## config.mk

```make
export PLATFORM = sky130hd
export DESIGN_NAME = call_panel
export DESIGN_NICKNAME = d
export VERILOG_FILES = /design/src/rtl/call_panel.sv
export SDC_FILE = /design/constraint.sdc
export NUM_CORES = 1
export LEC_CHECK = 0
export CORE_UTILIZATION = 59
export CTS_BUF_LIST = sky130_fd_sc_hd__clkbuf_2
export CTS_CLUSTER_DIAMETER = 120
export DETAILED_ROUTE_END_ITERATION = 6
export PLACE_DENSITY = 0.76
export SYNTH_ARGS = -nofsm -noshare
export SYNTH_HDL_FRONTEND = slang
export SYNTH_SLANG_ARGS = --single-unit
export TNS_END_PERCENT = 1
```

## constraint.sdc

```tcl
create_clock -name clk -period 4 [get_ports clk]
set_input_delay 1 -clock clk [delete_from_list [all_inputs] [get_ports clk]]
set_output_delay 1 -clock clk [all_outputs]
set_load 0.005 [all_outputs]
```

## src/rtl/call_panel.sv

```systemverilog
// ---------------------------------------------------------------------------
// call_panel
//   Request-source side of the lift input buffer. Each of the seven call
//   buttons is synchronised, debounced and latched as a pending call with a
//   lamp. Pending calls are serialised as 3-bit floor codes, one at a time,
//   in round-robin order. A fixed idle gap follows every code. A call clears
//   when the lift FSM reports that floor as served.
//
// Parameters
//   DEB_DIV  clk cycles per debounce sample tick (>= 2)
//   GAP_CYC  forced idle cycles after each emitted code (>= 1)
//
// Ports
//   clk           in   1  system clock, rising edge
//   rst_n         in   1  asynchronous active-low reset
//   btn           in   7  raw async buttons, btn[i] requests floor code i+1
//   served_vld    in   1  one-cycle strobe, served_floor has been served
//   served_floor  in   3  served floor code 1..7 (0 is ignored)
//   req_code      out  3  0 = no request, 1..7 = floor, one cycle per code
//   lamp          out  7  lamp[i] = 1 while floor i+1 is pending or issued
//
// Floor slot FSM (one per floor)
//   state     | meaning
//   S_IDLE    | no call for this floor
//   S_PEND    | call latched, waiting for the emitter
//   S_ISSUED  | code sent to the buffer, waiting for served
//
// Emitter FSM
//   state     | meaning
//   E_IDLE    | scanning for a pending slot from the round-robin pointer
//   E_SEND    | req_code holds the selected floor for this one cycle
//   E_GAP     | req_code forced to 0 for GAP_CYC cycles
// ---------------------------------------------------------------------------
module call_panel #(
  parameter int DEB_DIV = 1000,
  parameter int GAP_CYC = 4
) (
  input  logic       clk,
  input  logic       rst_n,
  input  logic [6:0] btn,
  input  logic       served_vld,
  input  logic [2:0] served_floor,
  output logic [2:0] req_code,
  output logic [6:0] lamp
);

  localparam int DEB_W = (DEB_DIV > 2) ? $clog2(DEB_DIV) : 1;
  localparam int GAP_W = $clog2(GAP_CYC + 1);

  localparam logic [1:0] S_IDLE   = 2'd0;
  localparam logic [1:0] S_PEND   = 2'd1;
  localparam logic [1:0] S_ISSUED = 2'd2;

  localparam logic [1:0] E_IDLE = 2'd0;
  localparam logic [1:0] E_SEND = 2'd1;
  localparam logic [1:0] E_GAP  = 2'd2;

  // -------------------------------------------------------------------------
  // Synchroniser and debounce
  // -------------------------------------------------------------------------
  logic [6:0]       r_sync1;
  logic [6:0]       r_sync2;
  logic [DEB_W-1:0] r_deb_cnt;
  logic [3:0]       r_hist [7];
  logic [3:0]       w_hist_nxt [7];
  logic             w_tick;
  logic [6:0]       w_press;

  assign w_tick = (r_deb_cnt == DEB_W'(DEB_DIV - 1));

  always_ff @(posedge clk or negedge rst_n) begin
    if (!rst_n) begin
      r_sync1   <= '0;
      r_sync2   <= '0;
      r_deb_cnt <= '0;
    end else begin
      r_sync1 <= btn;
      r_sync2 <= r_sync1;
      if (w_tick) r_deb_cnt <= '0;
      else        r_deb_cnt <= r_deb_cnt + 1'b1;
    end
  end

  // A press is the history pattern low followed by three highs. A long hold
  // fills the history with ones, so it can match 0111 only once.
  always_comb begin
    for (int i = 0; i < 7; i++) begin
      w_hist_nxt[i] = {r_hist[i][2:0], r_sync2[i]};
      w_press[i]    = w_tick && (w_hist_nxt[i] == 4'b0111);
    end
  end

  always_ff @(posedge clk or negedge rst_n) begin
    if (!rst_n) begin
      for (int i = 0; i < 7; i++) r_hist[i] <= 4'b0000;
    end else if (w_tick) begin
      for (int i = 0; i < 7; i++) r_hist[i] <= w_hist_nxt[i];
    end
  end

  // -------------------------------------------------------------------------
  // Floor slots
  // -------------------------------------------------------------------------
  logic [1:0] r_slot_st [7];
  logic [1:0] w_slot_nxt [7];
  logic [6:0] r_lamp;
  logic [6:0] w_pend;
  logic [6:0] w_send;
  logic [6:0] w_served;

  logic [1:0] r_emit_st;
  logic [2:0] r_sel_idx;
  logic [2:0] r_ptr;
  logic [GAP_W-1:0] r_gap_cnt;
  logic [2:0] r_req_code;

  always_comb begin
    for (int i = 0; i < 7; i++) begin
      w_pend[i]   = (r_slot_st[i] == S_PEND);
      w_send[i]   = (r_emit_st == E_SEND) && (r_sel_idx == 3'(i));
      w_served[i] = served_vld && (served_floor == 3'(i + 1));

      w_slot_nxt[i] = r_slot_st[i];
      case (r_slot_st[i])
        S_IDLE:   if (w_press[i]) w_slot_nxt[i] = S_PEND;
        S_PEND:   if (w_send[i])  w_slot_nxt[i] = S_ISSUED;
        S_ISSUED: w_slot_nxt[i] = S_ISSUED;
        default:  w_slot_nxt[i] = S_IDLE;
      endcase
      // Served overrides both a new press and the issue in the same cycle.
      if (w_served[i]) w_slot_nxt[i] = S_IDLE;
    end
  end

  // The lamp is registered from the next state so it lines up with the slot
  // state itself rather than trailing it by a cycle.
  always_ff @(posedge clk or negedge rst_n) begin
    if (!rst_n) begin
      for (int i = 0; i < 7; i++) r_slot_st[i] <= S_IDLE;
      r_lamp <= '0;
    end else begin
      for (int i = 0; i < 7; i++) begin
        r_slot_st[i] <= w_slot_nxt[i];
        r_lamp[i]    <= (w_slot_nxt[i] != S_IDLE);
      end
    end
  end

  // -------------------------------------------------------------------------
  // Round-robin selection: first pending slot at or after r_ptr, wrapping
  // 6 -> 0. Scanning the offsets downward lets the nearest one win.
  // -------------------------------------------------------------------------
  logic       w_any_pend;
  logic [2:0] w_sel_idx;
  logic [3:0] w_rr_sum;

  always_comb begin
    w_any_pend = 1'b0;
    w_sel_idx  = 3'd0;
    w_rr_sum   = 4'd0;
    for (int k = 6; k >= 0; k--) begin
      w_rr_sum = {1'b0, r_ptr} + 4'(k);
      if (w_rr_sum >= 4'd7) w_rr_sum = w_rr_sum - 4'd7;
      if (w_pend[w_rr_sum[2:0]]) begin
        w_any_pend = 1'b1;
        w_sel_idx  = w_rr_sum[2:0];
      end
    end
  end

  // -------------------------------------------------------------------------
  // Emitter
  // -------------------------------------------------------------------------
  always_ff @(posedge clk or negedge rst_n) begin
    if (!rst_n) begin
      r_emit_st  <= E_IDLE;
      r_sel_idx  <= 3'd0;
      r_ptr      <= 3'd0;
      r_gap_cnt  <= '0;
      r_req_code <= 3'd0;
    end else begin
      case (r_emit_st)
        E_IDLE: begin
          r_req_code <= 3'd0;
          if (w_any_pend) begin
            r_sel_idx  <= w_sel_idx;
            r_req_code <= w_sel_idx + 3'd1;
            r_emit_st  <= E_SEND;
          end
        end
        E_SEND: begin
          r_req_code <= 3'd0;
          r_ptr      <= (r_sel_idx == 3'd6) ? 3'd0 : r_sel_idx + 3'd1;
          r_gap_cnt  <= GAP_W'(GAP_CYC - 1);
          r_emit_st  <= E_GAP;
        end
        E_GAP: begin
          r_req_code <= 3'd0;
          if (r_gap_cnt == '0) r_emit_st <= E_IDLE;
          else                 r_gap_cnt <= r_gap_cnt - 1'b1;
        end
        default: begin
          r_req_code <= 3'd0;
          r_emit_st  <= E_IDLE;
        end
      endcase
    end
  end

  assign req_code = r_req_code;
  assign lamp     = r_lamp;

endmodule

```

Word-level counts from Yosys, hierarchy flattened
Cells that the tools add are included.
Storage, ports and cells
  register bits after elaboration: 80
  input port bits: 13
  output and inout bits: 10
Cells by class
  $add $sub $neg: 17
  $lt $le $gt $ge: 14
  equality and inequality tests: 40
  mux-type cells: 72
  reduce and logical (&&, ||, !) cells: 42
Operators with widths (count)
  $mux W3: 18
  $pmux W2 S3: 8
  $mux W2: 23
  $eq A4 B3 Y1 const B: 7
  $lt A3 B4 Y1 const B: 7
  $ge A4 B3 Y1 const B: 6
  $bmux W1 S3: 7
  $eq A3 B3 Y1 const B: 7
  $logic_and A1 B1 Y1: 21
  $sub A3 B3 Y3 const B: 7
  $eq A2 B1 Y1 const B: 8
  $eq A2 B2 Y1 const B: 8
  $logic_not A2 Y1: 8
  $reduce_bool A2 Y1: 8
  $mux W1: 14
  $add A3 B3 Y4 const B: 3
  $eq A3 B2 Y1 const B: 4
  $add A10 B1 Y10 const B: 1
  $eq A10 B10 Y1 const B: 1
  $mux W10: 1
  $add A3 B2 Y4 const B: 2
  $add A3 B1 Y3 const B: 2
  $eq A3 B1 Y1 const B: 2
  $logic_not A3 Y1: 2
  other kinds (6): 10

Depth between registers and ports, before layout
  depth after elaboration: 15
  mapped depth: 15

Least setup slack after synthesis
Ideal clock, no wire load.
  kind: register to register
  start point: reg r_ptr[1]
  end point: reg r_req_code[2] (netlist: req_code[2])
  library setup time: 0.120 ns
  arrival time: 3.364 ns
  data required time: 3.880 ns
  slack: 0.516 ns
  cell stages (with the launch flop): 16
  path buffers: 0
  cells stage by stage: dfrtp_1 inv_1 ha_1 inv_1 fa_1 xor2_1 mux2i_1 mux2i_1 and2_1 nor2_1 nand2b_1 o41a_1 o31ai_1 ha_1 nand3_1 and3_2
On the way
  word-level cells in the longest chain between the ends: 15
  elaborated cells between the ends (all ways): 58
  those cells by class: 14 x add/sub; 7 x order compare; 37 x mux
Ends and longest elaborated chain
  start, declared: RTL line 113  | logic [2:0] r_ptr;
  start signal, assigned: RTL line 193  | r_ptr <= (r_sel_idx == 3'd6) ? 3'd0 : r_sel_idx + 3'd1;
  $add A3 B3 Y4: RTL line 162  | w_rr_sum = {1'b0, r_ptr} + 4'(k);
  $ge A4 B3 Y1 / $sub A3 B3 Y3 (equally long branches): RTL line 163  | if (w_rr_sum >= 4'd7) w_rr_sum = w_rr_sum - 4'd7;
  $mux W3: RTL line 163
  $bmux W1 S3: RTL line 164  | if (w_pend[w_rr_sum[2:0]]) begin
  $mux W1 (not written as such): RTL line 164
  $mux W3 (6 in series): RTL line 164
  $mux W3 *: RTL line 164
  via w_sel_idx[0]: RTL line 154  | logic [2:0] w_sel_idx;
  $add A3 B1 Y3 *: RTL line 187  | r_req_code <= w_sel_idx + 3'd1;
  $mux W3 *: RTL line 185  | if (w_any_pend) begin
  $mux W3 *: RTL line 182  | case (r_emit_st)
  end signal, assigned: RTL line 187
  end, declared: RTL line 115  | logic [2:0] r_req_code;
The timed path passes the listed nets; every way through them passes the cells marked *. The select of a mux whose other input is x is not followed.
A chain may end at the register's enable or synchronous reset.

Worst setup path after layout
  start point: reg r_ptr[1]
  end point: reg r_sel_idx[1]
On the way
  word-level cells in the longest chain between the ends: 13
  elaborated cells between the ends (all ways): 56
  those cells by class: 13 x add/sub; 7 x order compare; 35 x mux; 1 x reduce/logical
Ends and longest elaborated chain
  $add A3 B3 Y4: RTL line 162
  $ge A4 B3 Y1 / $sub A3 B3 Y3 (equally long branches): RTL line 163
  $mux W3: RTL line 163
  $bmux W1 S3: RTL line 164
  $mux W1 (not written as such): RTL line 164
  $mux W1 (7 in series): RTL line 164
  $reduce_and A2 Y1 (no source line)
  end signal, assigned: RTL line 186  | r_sel_idx <= w_sel_idx;
  end, declared: RTL line 112  | logic [2:0] r_sel_idx;
Several ways; a longest one is shown, not always the timed one. The select of a mux whose other input is x is not followed.

==> metrics.md <==
| Metric | Value |
|---|---|
| Status | `complete, no violations` |
| Grt total ovfl | `0` |
| Total die area | `8000 um^2` |
| Power per Cell Area | `roughly 640 nW/um^2` |
| Core area | `about 7300 um^2` |
| Largest net degree at the start of global routing | `81` |
| CP endpoint kind | `flop` |
| Seq/Total Area, Yosys | `0.444` |
| Layout Nets | `between 500 and 600` |
| Layout Utilization | `0.690` |
| Min Clock Period, post-route | `about 3.7 ns` |
| Yosys reg bits | `80` |
| Synth Flop Type | `dfrtp_1` |
| Switching Share | `0.420` |
| PortBufs | `22` |
| CTS tree | `done` |
| Yosys warning count | `0` |
| Die W | `approximately 90 um` |
| Setup Viol. Count Final | `0` |
| Mapped cell area | `4510 um^2` |
| Vias | `about 3.7k` |
| Maximum clock frequency | `~270 MHz` |
| Critical path data required time | `4.41 ns` |
| Post-CTS setup buffer count | `0` |
| Number of hold buffers added after cts | `0` |
| R2R Setup Slk | `approximately 0.29 ns` |
| H-tree depth | `3` |
| VDD IR-drop max | `roughly 0.38 mV` |
| Avg Inst Size Synth | `9.44 um^2` |
| Root Buffer | `clkbuf_2` |
| RSZ-0062 raised after global routing | `no` |
| DRT Pass-1 Iters | `5` |
| Via density | `approximately 6.0` |
| Reg clk slew, reported paths | `between 0.2 and 0.25 ns` |
| Sequential share of power | `0.298` |
| Pint | `around 1900 uW` |
| CTS-repair resized insts | `0` |
| WL/cell | `15.9 um` |
| Starting density of the core | `0.615` |
| Number of global-route vias before repair | `~3.4k` |
| Rel. slew slack | `0.365` |
| Cells after DPL | `about 600` |
| Area share of the largest cell type after synthesis | `0.444` |
| Post-route ant nets | `0` |
| Slew Limit Fails | `0` |
| Clock skew | `a little over 0.03 ns` |
| DRC viols | `0` |
| HPWL Detailed | `7.22 mm` |
| Comb pwr share | `0.536` |
| Power consumption | `3250 uW` |
| Setup WS pre-CTS | `around 0.23 ns` |
| Max_cap viols | `0` |
| Die Span Y | `89.5 um` |
| Post-Route WL | `between 9 and 10 mm` |
| Final TNS setup | `0 ns` |
| Setup CP Type | `flop to flop` |
| Worst-path fanout max | `8` |
| Area Growth Syn to Fin | `12.0%` |
| Non-Filler Instances | `about 620` |
| # diodes | `0` |
| Row count | `31` |
| CTS Sinks | `80` |
| Share of cells above drive strength 1 | `0.0890` |
| Worst-case clock buffer depth | `2` |
| Initial antenna violation count | `0` |
| Syn_nets | `slightly above 500` |
| Hold Vio Cnt, Final | `0` |
| Startpoint Class | `flop` |
| Psw | `roughly 1400 uW` |
| CP arrival | `roughly 4.1 ns` |
| Iteration-0 DRC Markers | `approximately 300` |
| Synth area leaders | `dfrtp_1, nand2_1, ha_1` |
| RePlAce Congestion | `roughly 0.9` |
| Total GRT Usage | `0.273` |
| FFs w/ async S/R, synth | `1.00` |
| Post-synthesis instance total | `478` |
| Post-synth EDFFs | `0` |
| Period utilisation layout | `0.928` |
| CTS Buf Count | `9` |
| Fin worst setup slack | `0.287 ns` |
| Pleak | `between 0.002 and 0.0025 uW` |
| Clk_lat worst skew | `between 0.5 and 0.6 ns` |
| Synth unique cells | `60` |
| Global-route wire length before repair | `approximately 16 mm` |
| Largest area contributor in the netlist | `dfrtp_1` |
| Pin slew with the least headroom to its limit | `between 0.9 and 1 ns` |
| Min-Delay Path Class | `flop to flop` |
| Part of the power in the clock network | `0.166` |
| Ports | `23` |
placed cells by master, fill, tap and decap left out, types with 3 or more instances in the layout:
cell and count:
a211oi_1 3, mux2i_1 18, nand3_1 11, nand2b_1 25, a311oi_1 3, clkbuf_2 10
or2_2 4, clkdlybuf4s50_1 21, nor2b_1 14, o31ai_1 4, and2_1 6, mux4_2 4
buf_4 12, nand2_1 93, ha_1 14, xor2_1 6, a21oi_1 28, nor3_1 10
nor2_1 32, a2bb2oi_1 3, xnor2_1 10, o211ai_1 6, nand4_1 4, bufinv_16 3
a31oi_1 7, dfrtp_1 79, nand4b_1 10, or4_1 6, o21ai_0 15, inv_1 13
cell type report:
type                            instances  area (um^2)
Clock buffer                           10         50.0
Inverter                               14         52.6
Sequential cell                        80         2000
Tap cell                               99          124
Fill cell                             564         2280
Multi-Input combinational cell        375         2420
Clock inverter                          5          106
Timing Repair Buffer                   33          300
cells in the mapped netlist, types with 7 or more instances:
| cell type | instances |
|---|---|
| o21ai_0 | 15 |
| xnor2_1 | 10 |
| a31oi_1 | 7 |
| a21oi_1 | 28 |
| nand3_1 | 11 |
| nor2b_1 | 14 |
| clkbuf_1 | 7 |
| inv_1 | 13 |
| nand2_1 | 93 |
| dfrtp_1 | 80 |
| nand2b_1 | 25 |
| nor2_1 | 32 |
| mux2i_1 | 18 |
| nor3_1 | 10 |
| nand4b_1 | 10 |
| ha_1 | 15 |
path summary, 6_finish.rpt:
check / start / end / depth (start not counted)
hold / removal: r_sync1[0]$_DFF_PN0_ / r_sync2[0]$_DFF_PN0_ / 0
setup reg to reg: r_ptr[1]$_DFFE_PN0P_ / r_sel_idx[1]$_DFFE_PN0P_ / 12
hold reg to reg: r_sync1[0]$_DFF_PN0_ / r_sync2[0]$_DFF_PN0_ / 0
max in group asynchronous: rst_n / r_ptr[0]$_DFFE_PN0P_ / 1
min in group asynchronous: rst_n / r_deb_cnt[1]$_DFF_PN0_ / 1
setup / recovery: r_ptr[1]$_DFFE_PN0P_ / r_sel_idx[1]$_DFFE_PN0P_ / 12
metal layers:
layer	track usage	routed length, um	vias to the layer above
met5	0	0	-
met4	0.124	278	0
met3	0.0489	420	24
met2	0.418	4560	103
met1	0.380	4510	1782
li1	-	-	1760
flip-flops by register name (all words and copies together), names as in the netlist:
| register | count |
|---|---|
| r_hist | 21 |
| r_slot_st | 14 |
| r_deb_cnt | 10 |
| lamp | 7 |
| r_sync1 | 7 |
| r_sync2 | 7 |
| r_gap_cnt | 3 |
| r_ptr | 3 |
| r_sel_idx | 3 |
| req_code | 3 |
| r_emit_st | 2 |
logic make-up (layout without fill, tap and decap cells):
| group | after synthesis | count (layout) | synth area share |
|---|---|---|---|
| AOI/OAI and AO/OA | 90 | 90 | 0.133 |
| xor gates and xnor gates | 17 | 17 | 0.0372 |
| adders and majority gates | 16 | 16 | 0.0460 |
| buffers and inverters | 23 | 62 | 0.0208 |
| DFF | 80 | 80 | 0.444 |
| muxes | 27 | 27 | 0.0732 |
| and+or+nand+nor | 225 | 225 | 0.246 |
per-stage QoR:
stage | hold WS (ns) | instance area, um^2
final | 0.359 | 5050
after detailed placement | 0.335 | 4890
after global routing | 0.378 | 5050
after floorplan | 0.331 | 4510
after CTS | 0.365 | 5050
after global placement | 0.332 | 4890
critical path: stages, from the launching register on:
cell and delay [ns]:
dfrtp_1 0.41, buf_4 0.16, ha_1 0.20, inv_1 0.06, ha_1 0.28, mux2i_1 0.44, mux4_2 0.58, nor2_1 0.10
a21o_1 0.12, o31ai_1 0.07, or4_1 0.47, o41a_4 0.42, mux2_1 0.34
power by group through the flow:
stage / Clock (uW) / Combinational [uW] / Sequential [uW]
floorplan: 0 / 1280 / 959
global placement: 0 / 1690 / 975
detailed placement: 0 / 1700 / 978
CTS: 556 / 1710 / 964
global route: 594 / 1900 / 981
finish: 539 / 1740 / 968
No activity file was read; power rests on OpenSTA's default activity.
